[src/rtl/mdu_pkg.sv]
// ---------------------------------------------------------------------------
// mdu_pkg
// Shared definitions for the iterative multiply/divide unit: operation
// encodings, FSM state type, iteration count and small op-decode helpers.
// ---------------------------------------------------------------------------
package mdu_pkg;

    // Iterations per operation; one radix-2 step per bit of a 32-bit operand.
    localparam int MDU_ITER = 32;

    // Encoding of the i_op input. Bit 1 picks divide vs multiply, and bit 0
    // picks unsigned vs signed.
    typedef enum logic [1:0] {
        OP_MULT  = 2'b00,
        OP_MULTU = 2'b01,
        OP_DIV   = 2'b10,
        OP_DIVU  = 2'b11
    } mdu_op_e;

    typedef enum logic [1:0] {
        IDLE = 2'b00,
        CALC = 2'b01,
        FIX  = 2'b10
    } mdu_state_e;

    function automatic logic op_is_div(input mdu_op_e op);
        return op[1];
    endfunction

    function automatic logic op_is_signed(input mdu_op_e op);
        return ~op[0];
    endfunction

endpackage

[src/rtl/mdu_step.sv]
// ---------------------------------------------------------------------------
// mdu_step
// One combinational radix-2 iteration, shared by multiply and divide.
//   i_is_div : 0 = shift-add multiply step, 1 = restoring divide step
//   i_acc    : upper word of the working pair (partial product / remainder)
//   i_opnd   : multiplicand (multiply) or divisor (divide) magnitude
//   i_low    : lower word (multiplier bits / dividend bits and quotient)
//   o_acc    : next upper word
//   o_low    : next lower word
// ---------------------------------------------------------------------------
module mdu_step #(
    parameter int WIDTH = 32
) (
    input  logic             i_is_div,
    input  logic [WIDTH-1:0] i_acc,
    input  logic [WIDTH-1:0] i_opnd,
    input  logic [WIDTH-1:0] i_low,
    output logic [WIDTH-1:0] o_acc,
    output logic [WIDTH-1:0] o_low
);

    logic [WIDTH:0]   sum;
    logic [WIDTH:0]   shifted;
    logic [WIDTH-1:0] diff;

    // Multiply consumes multiplier bits from the LSB of the low word and
    // shifts the product right into it. The add carries one extra bit, and
    // that bit becomes the new MSB after the shift.
    // Divide shifts the pair left, bringing one dividend bit into the
    // remainder. It then subtracts the divisor if that does not go negative,
    // and the quotient bit enters at the LSB of the low word.
    // The shifted remainder can need WIDTH+1 bits. When the subtraction
    // succeeds, the difference is always below the divisor, so WIDTH bits of
    // it are enough.
    always_comb begin
        sum     = {1'b0, i_acc} + {1'b0, i_opnd};
        shifted = {i_acc, i_low[WIDTH-1]};
        diff    = shifted[WIDTH-1:0] - i_opnd;
        o_acc   = i_acc;
        o_low   = i_low;
        if (!i_is_div) begin
            if (i_low[0]) begin
                {o_acc, o_low} = {sum, i_low[WIDTH-1:1]};
            end else begin
                {o_acc, o_low} = {1'b0, i_acc, i_low[WIDTH-1:1]};
            end
        end else begin
            if (shifted >= {1'b0, i_opnd}) begin
                o_acc = diff;
                o_low = {i_low[WIDTH-2:0], 1'b1};
            end else begin
                o_acc = shifted[WIDTH-1:0];
                o_low = {i_low[WIDTH-2:0], 1'b0};
            end
        end
    end

endmodule

[src/rtl/mdu_iterative.sv]
// ---------------------------------------------------------------------------
// mdu_iterative
// Iterative MULT/MULTU/DIV/DIVU unit for the EX stage. It owns the
// architectural HI/LO registers.
// Ports:
//   i_clk, i_a_rst_n : clock (rising edge), asynchronous active-low reset
//   i_flush          : blocks start / HI-LO read / MTHI-MTLO this cycle
//   i_start, i_op    : begin an operation (00 MULT, 01 MULTU, 10 DIV, 11 DIVU)
//   i_a, i_b         : rs (dividend), rt (divisor)
//   i_rd_hilo        : EX holds MFHI/MFLO
//   i_hi_we, i_lo_we : MTHI / MTLO, with data on i_wdata
//   o_hi, o_lo       : HI/LO registers
//   o_busy           : operation in progress
//   o_stall          : combinational pipeline hold request
//   o_done           : one-cycle pulse after an operation updates HI/LO
// ---------------------------------------------------------------------------
module mdu_iterative
    import mdu_pkg::*;
#(
    parameter int WIDTH = MDU_ITER,
    parameter int CNT_W = 6
) (
    input  logic             i_clk,
    input  logic             i_a_rst_n,
    input  logic             i_flush,
    input  logic             i_start,
    input  logic [1:0]       i_op,
    input  logic [WIDTH-1:0] i_a,
    input  logic [WIDTH-1:0] i_b,
    input  logic             i_rd_hilo,
    input  logic             i_hi_we,
    input  logic             i_lo_we,
    input  logic [WIDTH-1:0] i_wdata,
    output logic [WIDTH-1:0] o_hi,
    output logic [WIDTH-1:0] o_lo,
    output logic             o_busy,
    output logic             o_stall,
    output logic             o_done
);

    localparam logic [CNT_W-1:0] LAST_CNT = CNT_W'(WIDTH - 1);

    mdu_state_e       state_q, state_d;
    logic [CNT_W-1:0] cnt_q;
    mdu_op_e          op_q;
    mdu_op_e          op_in;
    logic             sign_a_q, sign_b_q, div_zero_q;
    logic [WIDTH-1:0] acc_q, low_q, opnd_q, a_raw_q;
    logic [WIDTH-1:0] hi_q, lo_q;
    logic             done_q;

    logic             accept;
    logic             last_step;
    logic             in_sign_a, in_sign_b;
    logic [WIDTH-1:0] mag_a, mag_b;
    logic [WIDTH-1:0] acc_nxt, low_nxt;
    logic [WIDTH-1:0] fix_hi, fix_lo;

    assign op_in     = mdu_op_e'(i_op);
    assign accept    = (state_q == IDLE) && i_start && !i_flush;
    assign last_step = (cnt_q == LAST_CNT);

    // The core only iterates on magnitudes. For the unsigned ops the sign
    // flags are forced to zero, so FIX never corrects an unsigned result.
    assign in_sign_a = op_is_signed(op_in) & i_a[WIDTH-1];
    assign in_sign_b = op_is_signed(op_in) & i_b[WIDTH-1];
    assign mag_a     = in_sign_a ? -i_a : i_a;
    assign mag_b     = in_sign_b ? -i_b : i_b;

    mdu_step #(.WIDTH(WIDTH)) u_step (
        .i_is_div (op_is_div(op_q)),
        .i_acc    (acc_q),
        .i_opnd   (opnd_q),
        .i_low    (low_q),
        .o_acc    (acc_nxt),
        .o_low    (low_nxt)
    );

    // State register.
    always_ff @(posedge i_clk or negedge i_a_rst_n) begin
        if (!i_a_rst_n) begin
            state_q <= IDLE;
        end else begin
            state_q <= state_d;
        end
    end

    // Next-state logic. i_flush only gates entry from IDLE. An operation
    // that is already running always finishes.
    always_comb begin
        state_d = state_q;
        case (state_q)
            IDLE:    if (accept) state_d = CALC;
            CALC:    if (last_step) state_d = FIX;
            FIX:     state_d = IDLE;
            default: state_d = IDLE;
        endcase
    end

    // Iteration datapath. On accept the working pair is loaded as follows.
    //   Multiply: acc=0, low=multiplier, opnd=multiplicand.
    //   Divide:   acc=0, low=dividend,   opnd=divisor.
    // The raw dividend is kept because a divide by zero returns it unchanged
    // in HI. The magnitude would be wrong for negative operands.
    always_ff @(posedge i_clk or negedge i_a_rst_n) begin
        if (!i_a_rst_n) begin
            cnt_q      <= '0;
            op_q       <= OP_MULT;
            sign_a_q   <= 1'b0;
            sign_b_q   <= 1'b0;
            div_zero_q <= 1'b0;
            acc_q      <= '0;
            low_q      <= '0;
            opnd_q     <= '0;
            a_raw_q    <= '0;
        end else if (accept) begin
            cnt_q      <= '0;
            op_q       <= op_in;
            sign_a_q   <= in_sign_a;
            sign_b_q   <= in_sign_b;
            div_zero_q <= (i_b == '0);
            acc_q      <= '0;
            low_q      <= op_is_div(op_in) ? mag_a : mag_b;
            opnd_q     <= op_is_div(op_in) ? mag_b : mag_a;
            a_raw_q    <= i_a;
        end else if (state_q == CALC) begin
            acc_q <= acc_nxt;
            low_q <= low_nxt;
            cnt_q <= cnt_q + 1'b1;
        end
    end

    // Sign correction applied in FIX.
    //   Multiply: the whole double-width product is negated when the operand
    //   signs differ.
    //   Divide: the quotient is negated when the signs differ, and the
    //   remainder follows the sign of the dividend.
    // 0x80000000 / -1 needs no special case. Its quotient magnitude is
    // 0x80000000, and negating that gives the same bit pattern back.
    always_comb begin
        fix_hi = acc_q;
        fix_lo = low_q;
        if (!op_is_div(op_q)) begin
            if (sign_a_q ^ sign_b_q) begin
                {fix_hi, fix_lo} = -{acc_q, low_q};
            end
        end else if (div_zero_q) begin
            fix_hi = a_raw_q;
            fix_lo = '1;
        end else begin
            if (sign_a_q ^ sign_b_q) fix_lo = -low_q;
            if (sign_a_q)            fix_hi = -acc_q;
        end
    end

    // HI/LO registers. Two sources can write them.
    //   FIX: writes the result of an operation.
    //   MTHI/MTLO: write only in IDLE. A simultaneous start takes priority
    //   and drops the write. While busy the writer is stalled and presents
    //   the write again later.
    always_ff @(posedge i_clk or negedge i_a_rst_n) begin
        if (!i_a_rst_n) begin
            hi_q <= '0;
            lo_q <= '0;
        end else if (state_q == FIX) begin
            hi_q <= fix_hi;
            lo_q <= fix_lo;
        end else if ((state_q == IDLE) && !i_start && !i_flush) begin
            if (i_hi_we) hi_q <= i_wdata;
            if (i_lo_we) lo_q <= i_wdata;
        end
    end

    // Completion pulse, in the cycle right after the FIX write.
    always_ff @(posedge i_clk or negedge i_a_rst_n) begin
        if (!i_a_rst_n) begin
            done_q <= 1'b0;
        end else begin
            done_q <= (state_q == FIX);
        end
    end

    assign o_hi    = hi_q;
    assign o_lo    = lo_q;
    assign o_busy  = (state_q != IDLE);
    assign o_done  = done_q;
    assign o_stall = o_busy && (i_start || i_rd_hilo || i_hi_we || i_lo_we) && !i_flush;

endmodule

[config.mk]
export PLATFORM = sky130hd
export DESIGN_NAME = mdu_iterative
export DESIGN_NICKNAME = d
export VERILOG_FILES = /design/src/rtl/mdu_pkg.sv /design/src/rtl/mdu_step.sv /design/src/rtl/mdu_iterative.sv
export SDC_FILE = /design/constraint.sdc
export NUM_CORES = 1
export LEC_CHECK = 0
export CORE_ASPECT_RATIO = 0.8
export CORE_UTILIZATION = 39
export CTS_CLUSTER_SIZE = 8
export DETAILED_ROUTE_END_ITERATION = 6
export PLACE_DENSITY = 0.59
export SLEW_MARGIN = 20
export SYNTH_ARGS = -nofsm -noshare
export SYNTH_HDL_FRONTEND = slang
export SYNTH_HIERARCHICAL = 1
export SYNTH_SLANG_ARGS = --single-unit
[constraint.sdc]
create_clock -name i_clk -period 4.2 [get_ports i_clk]
set_clock_uncertainty 0.1 [all_clocks]
set_input_delay 0.63 -clock i_clk [delete_from_list [all_inputs] [get_ports i_clk]]
set_output_delay 0.63 -clock i_clk [all_outputs]
set_load 0.005 [all_outputs]
==> parameters.txt, run 1 <==
Parameter                              Value

Detailed routing
  Number of vias after detailed routing    19817
  DRC violation total after the first TritonRoute iteration    2512
  Number of search-and-repair iterations in the first detailed-routing pass    7
  Final Routed Wirelength    81450 µm
  Remaining DRCs    0
  Routed WL per cell    26.02 µm
  Number of routed nets with antenna violations    0
  Detail-routed via count per cell    6.331

Power
  Overall power after layout    21.21 mW
  Maximum vdd drop    0.0005743 V
  Power per cell area    973.4 mW/mm²
  Leakage    9.092 nW

Layout
  Filler cell count in the final layout    4646
  Synth-to-layout area growth    18.56%
  Final core utilization    0.4729
  Total number of nets in the final design    2689
  Fraction of layout cells with a size suffix above 1    0.08939

Timing
  Unrepaired setup endpoints after global routing    false
  Final Setup Violations    0
  Setup TNS    0 ns
  Transition at the pin with the smallest max-transition slack    0.9214 ns
  Relative slew slack    0.3857
  Hold slack    -0.02659 ns
  Worst Setup Slack, final    0.4810 ns
  Final count of pins violating max slew    0
  Share of the cycle needed by the critical path after routing    0.8855
  Post-layout minimum cycle time    3.719 ns
  Upper clock frequency limit    268.9 MHz
  Hold Fails Final Rpt    22

Synth
  Cells taking the most area after synthesis    sky130_fd_sc_hd__dfrtp_1 (28%), sky130_fd_sc_hd__nand2_1 (8.8%), sky130_fd_sc_hd__a21oi_1 (5.6%)
  Mean Syn Cell Area    7.734 µm²
  Area of the mapped netlist    0.01838 mm²
  Register area share after synthesis    0.2792
  Post-Synth Adder-Cell Area    0.04916
  Multiplexer fraction of the synthesized cell area    0.06013
  Most frequently used cell type in the post-synthesis netlist    sky130_fd_sc_hd__nand2_1
  Cell taking the most area after synthesis    sky130_fd_sc_hd__dfrtp_1
  Synthesized flop and latch total    205
  Share of the synthesized area in compound gates (AO/OA/AOI/OAI)    0.2537
  Largest family of logic cells by synthesized area    compound AO/OA/AOI/OAI gates
  Most used DFF post-synth    sky130_fd_sc_hd__dfrtp_1
  Post-synthesis net count    2552
  Count of cell types in the netlist    99
  Number of synthesized flops with an enable pin    0
  Yosys warns    6
  Area share of and/or/nand/nor cells after synthesis    0.2257
  Share of the synthesized netlist area taken by xor and xnor gates    0.08008
  Share of flip-flops with an asynchronous set or reset    1.000
  Post-Syn Instances    2376
  Post-synth top cells    sky130_fd_sc_hd__nand2_1 (432), sky130_fd_sc_hd__dfrtp_1 (205), sky130_fd_sc_hd__a21oi_1 (204), sky130_fd_sc_hd__nor2_1 (154), sky130_fd_sc_hd__clkbuf_1 (139)
  Fraction of synthesized cell area taken by the top area cell type    0.2792

Clocking
  CTS H-tree depth    1
  Post-CTS Hold Buffers    0
  Postcts setup bufs    0
  TritonCTS Buffers    29
  Clock root cell    sky130_fd_sc_hd__clkbuf_16
  Count of instances resized after the clock tree is built    0
  Clock-pin slew of the registers on the worst-case setup and hold paths    0.06 ns
  TritonCTS clock tree    built
  Number of sinks on the clock net    205
  Source-to-sink clock delay at the later pin of the worst-skew pair    0.60 ns
  Number of buffers on the longest clock path    3

Global route
  Antenna violations before repair    2
  Via count of the first global-routing pass    18700
  All-Layer GR Usage    0.3335
  Pin count of the biggest net entering global routing    104
  Remaining Overflow, GRT    0
  First-pass GRT wire length    121000 µm

Place
  Global placer's final weighted congestion    1.006
  Setup slack after placement    0.5942 ns
  IO Port Bufs    171
  Detailed-placement wirelength estimate    63210 µm

Die
  Die extent in y    196.1 µm
  Die Span X    244.7 µm
  Floorplan die area    0.04799 mm²
  Core box area    0.04607 mm²
  Placement row count    70
  Starting density of the core    0.3989
  Boundary Pins    172

Job
  Number of max-capacitance violations reported    0

Run status
  Outcome    finished with violations
  Failing checks    hold timing

Critical path
  Worst-path maximum fanout    7
  Type of element launching the critical path    register
  Data required time of the critical path    4.56 ns
  RR Startpoint    acc_q[4]
  Setup crit start    acc_q[4]
  Critical path type    reg2reg
  Data arrival time of the critical path    4.08 ns
  Worst Setup End Kind    register
  Worst Reg-to-Reg Cells    13

Worst hold path
  Worst min-delay path category    in2async
-- sequential cells by signal (all words and copies together) (netlist names) --
register and flops:
sign_a_q 1, cnt_q 6, acc_q 32, state_q 2
div_zero_q 1, sign_b_q 1, low_q 32, o_done 1
o_lo 32, o_hi 32, opnd_q 32, op_q 1
a_raw_q 32
-- kinds of logic (layout without fill, tap and decap cells) --
logic type / Yosys count / after routing
other cells: 0 / 1
compound gates: 694 / 694
buf+inv: 241 / 382
mux: 105 / 105
simple gates: 892 / 892
flops: 205 / 205
fa+ha+maj: 71 / 71
xor+xnor: 168 / 168
-- where the power goes --
part	leakage (nW)	switching, mW	internal (mW)
logic	6.24	8.72	6.02
registers	2.48	1.32	2.97
clock network	0.373	0.954	1.22
-- layout make-up --
cell class / instances / area, µm² / share of cell area
antenna: 1 / 2.502 / 0.0001149
clock buffer: 34 / 744.5 / 0.03417
clock inverter: 1 / 20.02 / 0.0009189
inverter: 78 / 292.8 / 0.01344
multi-input combinational: 1930 / 12330 / 0.5659
sequential: 205 / 5135 / 0.2357
tap: 612 / 765.7 / 0.03515
timing repair buffer: 269 / 2497 / 0.1146
-- cells in the final DEF, fill, tap and decap left out, drive strengths merged, types with 31 or more instances in the layout --
cell | Yosys | final
a21o | 36 | 36
a21oi | 206 | 206
a31oi | 52 | 52
a32oi | 36 | 36
buf | 24 | 100
clkbuf | 139 | 34
clkdlybuf4s50 | 0 | 169
dfrtp | 205 | 205
ha | 69 | 69
inv | 77 | 78
mux2 | 43 | 43
mux2i | 62 | 62
nand2 | 432 | 432
nand3 | 42 | 42
nor2 | 154 | 154
nor2b | 31 | 31
nor3 | 54 | 54
nor4 | 31 | 31
o21ai | 128 | 128
xnor2 | 99 | 99
xor2 | 69 | 69
-- worst paths after layout --
kind	to	slack, ns
worst max-delay path	acc_q[26]	0.48
worst min-delay path	acc_q[27]	-0.03
worst max register to register	acc_q[26]	0.48
worst min register to register	a_raw_q[0]	0.39
max in group asynchronous	a_raw_q[7]	3.02
min in group i_clk	a_raw_q[0]	0.39
-- stage by stage --
step / cell area (µm²) / instances
after CTS: 21780 / 3129
after detailed placement: 21020 / 3094
after global placement: 21020 / 3094
final: 21790 / 3130
after floorplan: 18380 / 2376
after global routing: 21780 / 3129
-- metal layers --
metal / share of wire / wire length [µm] / global-route usage
met1: 0.44 / 35880 / 0.4835
met2: 0.43 / 34870 / 0.5011
met5: 0.00023 / 19 / 0
met4: 0.026 / 2137 / 0.08495
met3: 0.10 / 8543 / 0.06689
-- critical path, stage by stage (launching register included) --
cell and delay (ns):
sky130_fd_sc_hd__dfrtp_1 0.48, sky130_fd_sc_hd__ha_1 0.44, sky130_fd_sc_hd__a21oi_1 0.22, sky130_fd_sc_hd__nand2_1 0.10, sky130_fd_sc_hd__o211ai_1 0.41, sky130_fd_sc_hd__buf_4 0.20, sky130_fd_sc_hd__a31oi_1 0.09, sky130_fd_sc_hd__o21ai_0 0.54
sky130_fd_sc_hd__a31oi_1 0.21, sky130_fd_sc_hd__xor2_1 0.18, sky130_fd_sc_hd__mux2i_1 0.32, sky130_fd_sc_hd__a21oi_1 0.12, sky130_fd_sc_hd__nand2_1 0.10, sky130_fd_sc_hd__a21oi_1 0.06
Note: power is estimated with default switching activity, not from simulation.
==> inputs of run 2 (changes only) <==
--- a/config.mk
+++ b/config.mk
@@ -5,10 +5,12 @@
 export SDC_FILE = /design/constraint.sdc
 export NUM_CORES = 1
 export LEC_CHECK = 0
+export CAP_MARGIN = 20
 export CORE_ASPECT_RATIO = 0.8
 export CORE_UTILIZATION = 39
 export CTS_CLUSTER_SIZE = 8
 export DETAILED_ROUTE_END_ITERATION = 6
+export GPL_ROUTABILITY_DRIVEN = 0
 export PLACE_DENSITY = 0.59
 export SLEW_MARGIN = 20
 export SYNTH_ARGS = -nofsm -noshare
==> run 2 against run 1 <==
Against the previous run: the flow now finishes without violations; total power shrank 0.31%; first-iteration DRC count increased by 10%; hold slack improved by 0.41 ns; cell count decreased by 0.29%; critical endpoint is now acc_q[28].
==> parameters.txt, run 2 (synthesis results as in run 1) <==
Parameter                              Value

Layout
  Final instance count without filler cells    3121 (was 3130)
  Fraction of layout cells with a size suffix above 1    0.08649 (was 0.08939)
  Filler cell count in the final layout    4604 (was 4646)
  Diode count    0 (was 1)
  Total number of nets in the final design    2679 (was 2689)
  Most common cell after layout, fill and taps aside    sky130_fd_sc_hd__nand2_1 (unchanged)
  Final core utilization    0.4723 (was 0.4729)
  Final std cell area, no fill    0.02176 mm² (was 0.02179 mm²)
  Highest-count cells in the layout ignoring fill and taps    sky130_fd_sc_hd__nand2_1 (431), sky130_fd_sc_hd__a21oi_1 (204), sky130_fd_sc_hd__dfrtp_1 (203) (unchanged)
  Register area    0.005135 mm² (unchanged)
  Synth-to-layout area growth    18.41% (was 18.56%)
  Area taken by multi-input logic gates    0.01233 mm² (unchanged)

Timing
  Unrepaired setup endpoints after global routing    false (unchanged)
  Hold slack    0.3863 ns (was -0.02659 ns)
  Worst Setup Slack, final    0.4119 ns (was 0.4810 ns)
  Post-layout minimum cycle time    3.788 ns (was 3.719 ns)
  Final count of pins violating max slew    0 (unchanged)
  Upper clock frequency limit    264.0 MHz (was 268.9 MHz)
  Hold Fails Final Rpt    0 (was 22)
  Setup TNS    0 ns (unchanged)
  Transition at the pin with the smallest max-transition slack    0.9726 ns (was 0.9214 ns)
  Share of the cycle needed by the critical path after routing    0.9019 (was 0.8855)
  Final Setup Violations    0 (unchanged)
  Relative slew slack    0.3330 (was 0.3857)

Die
  Core box area    0.04607 mm² (unchanged)
  Starting density of the core    0.3989 (unchanged)
  Floorplan die area    0.04799 mm² (unchanged)
  Boundary Pins    172 (unchanged)
  Die Span X    244.7 µm (unchanged)
  Die extent in y    196.1 µm (unchanged)
  Placement row count    70 (unchanged)

Place
  Post-place instance area    0.02092 mm² (was 0.02102 mm²)
  Placed instance count    3082 (was 3094)
  IO Port Bufs    171 (unchanged)
  Detailed-placement wirelength estimate    61040 µm (was 63210 µm)
  Setup slack after placement    0.5451 ns (was 0.5942 ns)

Clocking
  Post-CTS Hold Buffers    1 (was 0)
  Clock-pin slew of the registers on the worst-case setup and hold paths    0.05 ns (was 0.06 ns)
  TritonCTS clock tree    built (unchanged)
  Clock root cell    sky130_fd_sc_hd__clkbuf_16 (unchanged)
  CTS H-tree depth    1 (unchanged)
  Number of sinks on the clock net    205 (unchanged)
  Number of buffers on the longest clock path    3 (unchanged)
  Source-to-sink clock delay at the later pin of the worst-skew pair    0.60 ns (about the same)
  Postcts setup bufs    0 (unchanged)
  TritonCTS Buffers    30 (was 29)
  Count of instances resized after the clock tree is built    0 (unchanged)

Detailed routing
  Remaining DRCs    0 (unchanged)
  Final Routed Wirelength    79330 µm (was 81450 µm)
  Number of routed nets with antenna violations    0 (unchanged)
  Routed WL per cell    25.42 µm (was 26.02 µm)
  Number of vias after detailed routing    19982 (was 19817)
  Detail-routed via count per cell    6.402 (was 6.331)
  DRC violation total after the first TritonRoute iteration    2764 (was 2512)
  Number of search-and-repair iterations in the first detailed-routing pass    6 (was 7)

Power
  Power per cell area    971.7 mW/mm² (was 973.4 mW/mm²)
  Internal cell power    10.23 mW (was 10.22 mW)
  Switching part of the total power    0.5160 (was 0.5183)
  Clock share of power    0.107 (was 0.103)
  Maximum vdd drop    0.0006135 V (was 0.0005743 V)
  Sequential cell fraction of total power    0.206 (was 0.202)
  Reported net switching power    10.91 mW (was 10.99 mW)
  Overall power after layout    21.14 mW (was 21.21 mW)
  Fraction of power consumed by combinational cells    0.686 (was 0.695)
  Leakage    9.062 nW (was 9.092 nW)

Critical path
  Type of element launching the critical path    register (unchanged)
  RR Startpoint    low_q[31] (was acc_q[4])
  Buf+Inv Stages, Crit Path    2 (was 1)
  Cell class contributing the biggest share of worst-path delay    compound AO/OA/AOI/OAI gates (unchanged)
  Critical path's slowest cell    sky130_fd_sc_hd__a2111oi_2 (was sky130_fd_sc_hd__o21ai_0)
  Data required time of the critical path    4.53 ns (was 4.56 ns)
  Worst Reg-to-Reg Cells    15 (was 13)
  Largest stage delay on the critical path    0.47 ns (was 0.54 ns)
  Worst-path maximum fanout    5 (was 7)
  Data arrival time of the critical path    4.12 ns (was 4.08 ns)
  CP cell instances    inv_1 > ha_1 > inv_1 > fa_1 > a21oi_1 > o2111ai_1 > a31o_2 > a2111oi_2 > o211ai_1 > a311oi_1 > a41oi_1 > nor3_1 > a211oi_2 > nand2_1 > a21oi_1 (was ha_1 > a21oi_1 > nand2_1 > o211ai_1 > buf_4 > a31oi_1 > o21ai_0 > a31oi_1 > xor2_1 > mux2i_1 > a21oi_1 > nand2_1 > a21oi_1)
  Critical path type    reg2reg (unchanged)
  Critical register-to-register path endpoint    acc_q[28] (was acc_q[26])
  Worst Setup End Kind    register (unchanged)
  R2R Setup Slk    0.41 ns (was 0.48 ns)

Global route
  Remaining Overflow, GRT    0 (unchanged)
  Pin count of the biggest net entering global routing    102 (was 104)
  Via count of the first global-routing pass    18508 (was 18700)
  All-Layer GR Usage    0.3236 (was 0.3335)
  First-pass GRT wire length    118400 µm (was 121000 µm)
  Antenna violations before repair    2 (unchanged)

Job
  Number of max-capacitance violations reported    0 (unchanged)

Run status
  Outcome    completed (was finished with violations)

Worst hold path
  Number of cells on the worst hold path    2
  Sink of the worst hold path    a_raw_q[29]
  Hold path startpoint    a_raw_q[29]
  Worst min-delay path category    reg2reg (was in2async)
run 2: changes by cell type in the layout (fill, tap and decap cells not counted), sizes merged:
cell         delta
inv             -1
clkbuf          +2
diode           -1
buf            -12
dlygate4sd3     +1
clkinvlp        +1
clkinv          +1
run 2: worst reg2reg max path, stage by stage, from the launching register on:
cell and delay [ns]:
sky130_fd_sc_hd__dfrtp_1 0.42, sky130_fd_sc_hd__inv_1 0.09, sky130_fd_sc_hd__ha_1 0.18, sky130_fd_sc_hd__inv_1 0.06, sky130_fd_sc_hd__fa_1 0.40, sky130_fd_sc_hd__a21oi_1 0.33, sky130_fd_sc_hd__o2111ai_1 0.29, sky130_fd_sc_hd__a31o_2 0.34
sky130_fd_sc_hd__a2111oi_2 0.47, sky130_fd_sc_hd__o211ai_1 0.19, sky130_fd_sc_hd__a311oi_1 0.28, sky130_fd_sc_hd__a41oi_1 0.08, sky130_fd_sc_hd__nor3_1 0.20, sky130_fd_sc_hd__a211oi_2 0.05, sky130_fd_sc_hd__nand2_1 0.08, sky130_fd_sc_hd__a21oi_1 0.07
run 2: final cells by class:
class                      count  share of cell area
timing repair buffer         258              0.1105
tap                          612             0.03519
inverter                      78             0.01346
clock inverter                 2            0.001725
sequential                   205              0.2360
multi-input combinational   1930              0.5666
clock buffer                  36             0.03646
run 2: power groups by stage:
stage / clock network (mW) / registers (mW) / logic, mW
detailed placement: 0 / 4.32 / 14.0
global route: 2.36 / 4.44 / 15.7
floorplan: 0 / 3.77 / 9.84
CTS: 2.29 / 4.30 / 14.1
finish: 2.27 / 4.36 / 14.5
global placement: 0 / 4.29 / 13.9
run 2: how the worst max path moves through the flow:
stage,from,to,slack (ns),depth (start not counted)
after floorplan,acc_q[0],acc_q[29],1.02,13
after global placement,low_q[31],acc_q[28],0.52,15
after detailed placement,low_q[31],acc_q[28],0.55,15
after CTS,low_q[31],acc_q[28],0.49,15
after global routing,low_q[31],acc_q[28],0.26,15
final,low_q[31],acc_q[28],0.41,15
run 2: layer usage:
layer | up-vias | routed length [µm] | GRT usage
met5 | - | 13 | 0
met2 | 1232 | 33430 | 0.4731
met3 | 149 | 8825 | 0.07510
met1 | 9729 | 34910 | 0.4756
met4 | 2 | 2143 | 0.07708
li1 | 8870 | - | -
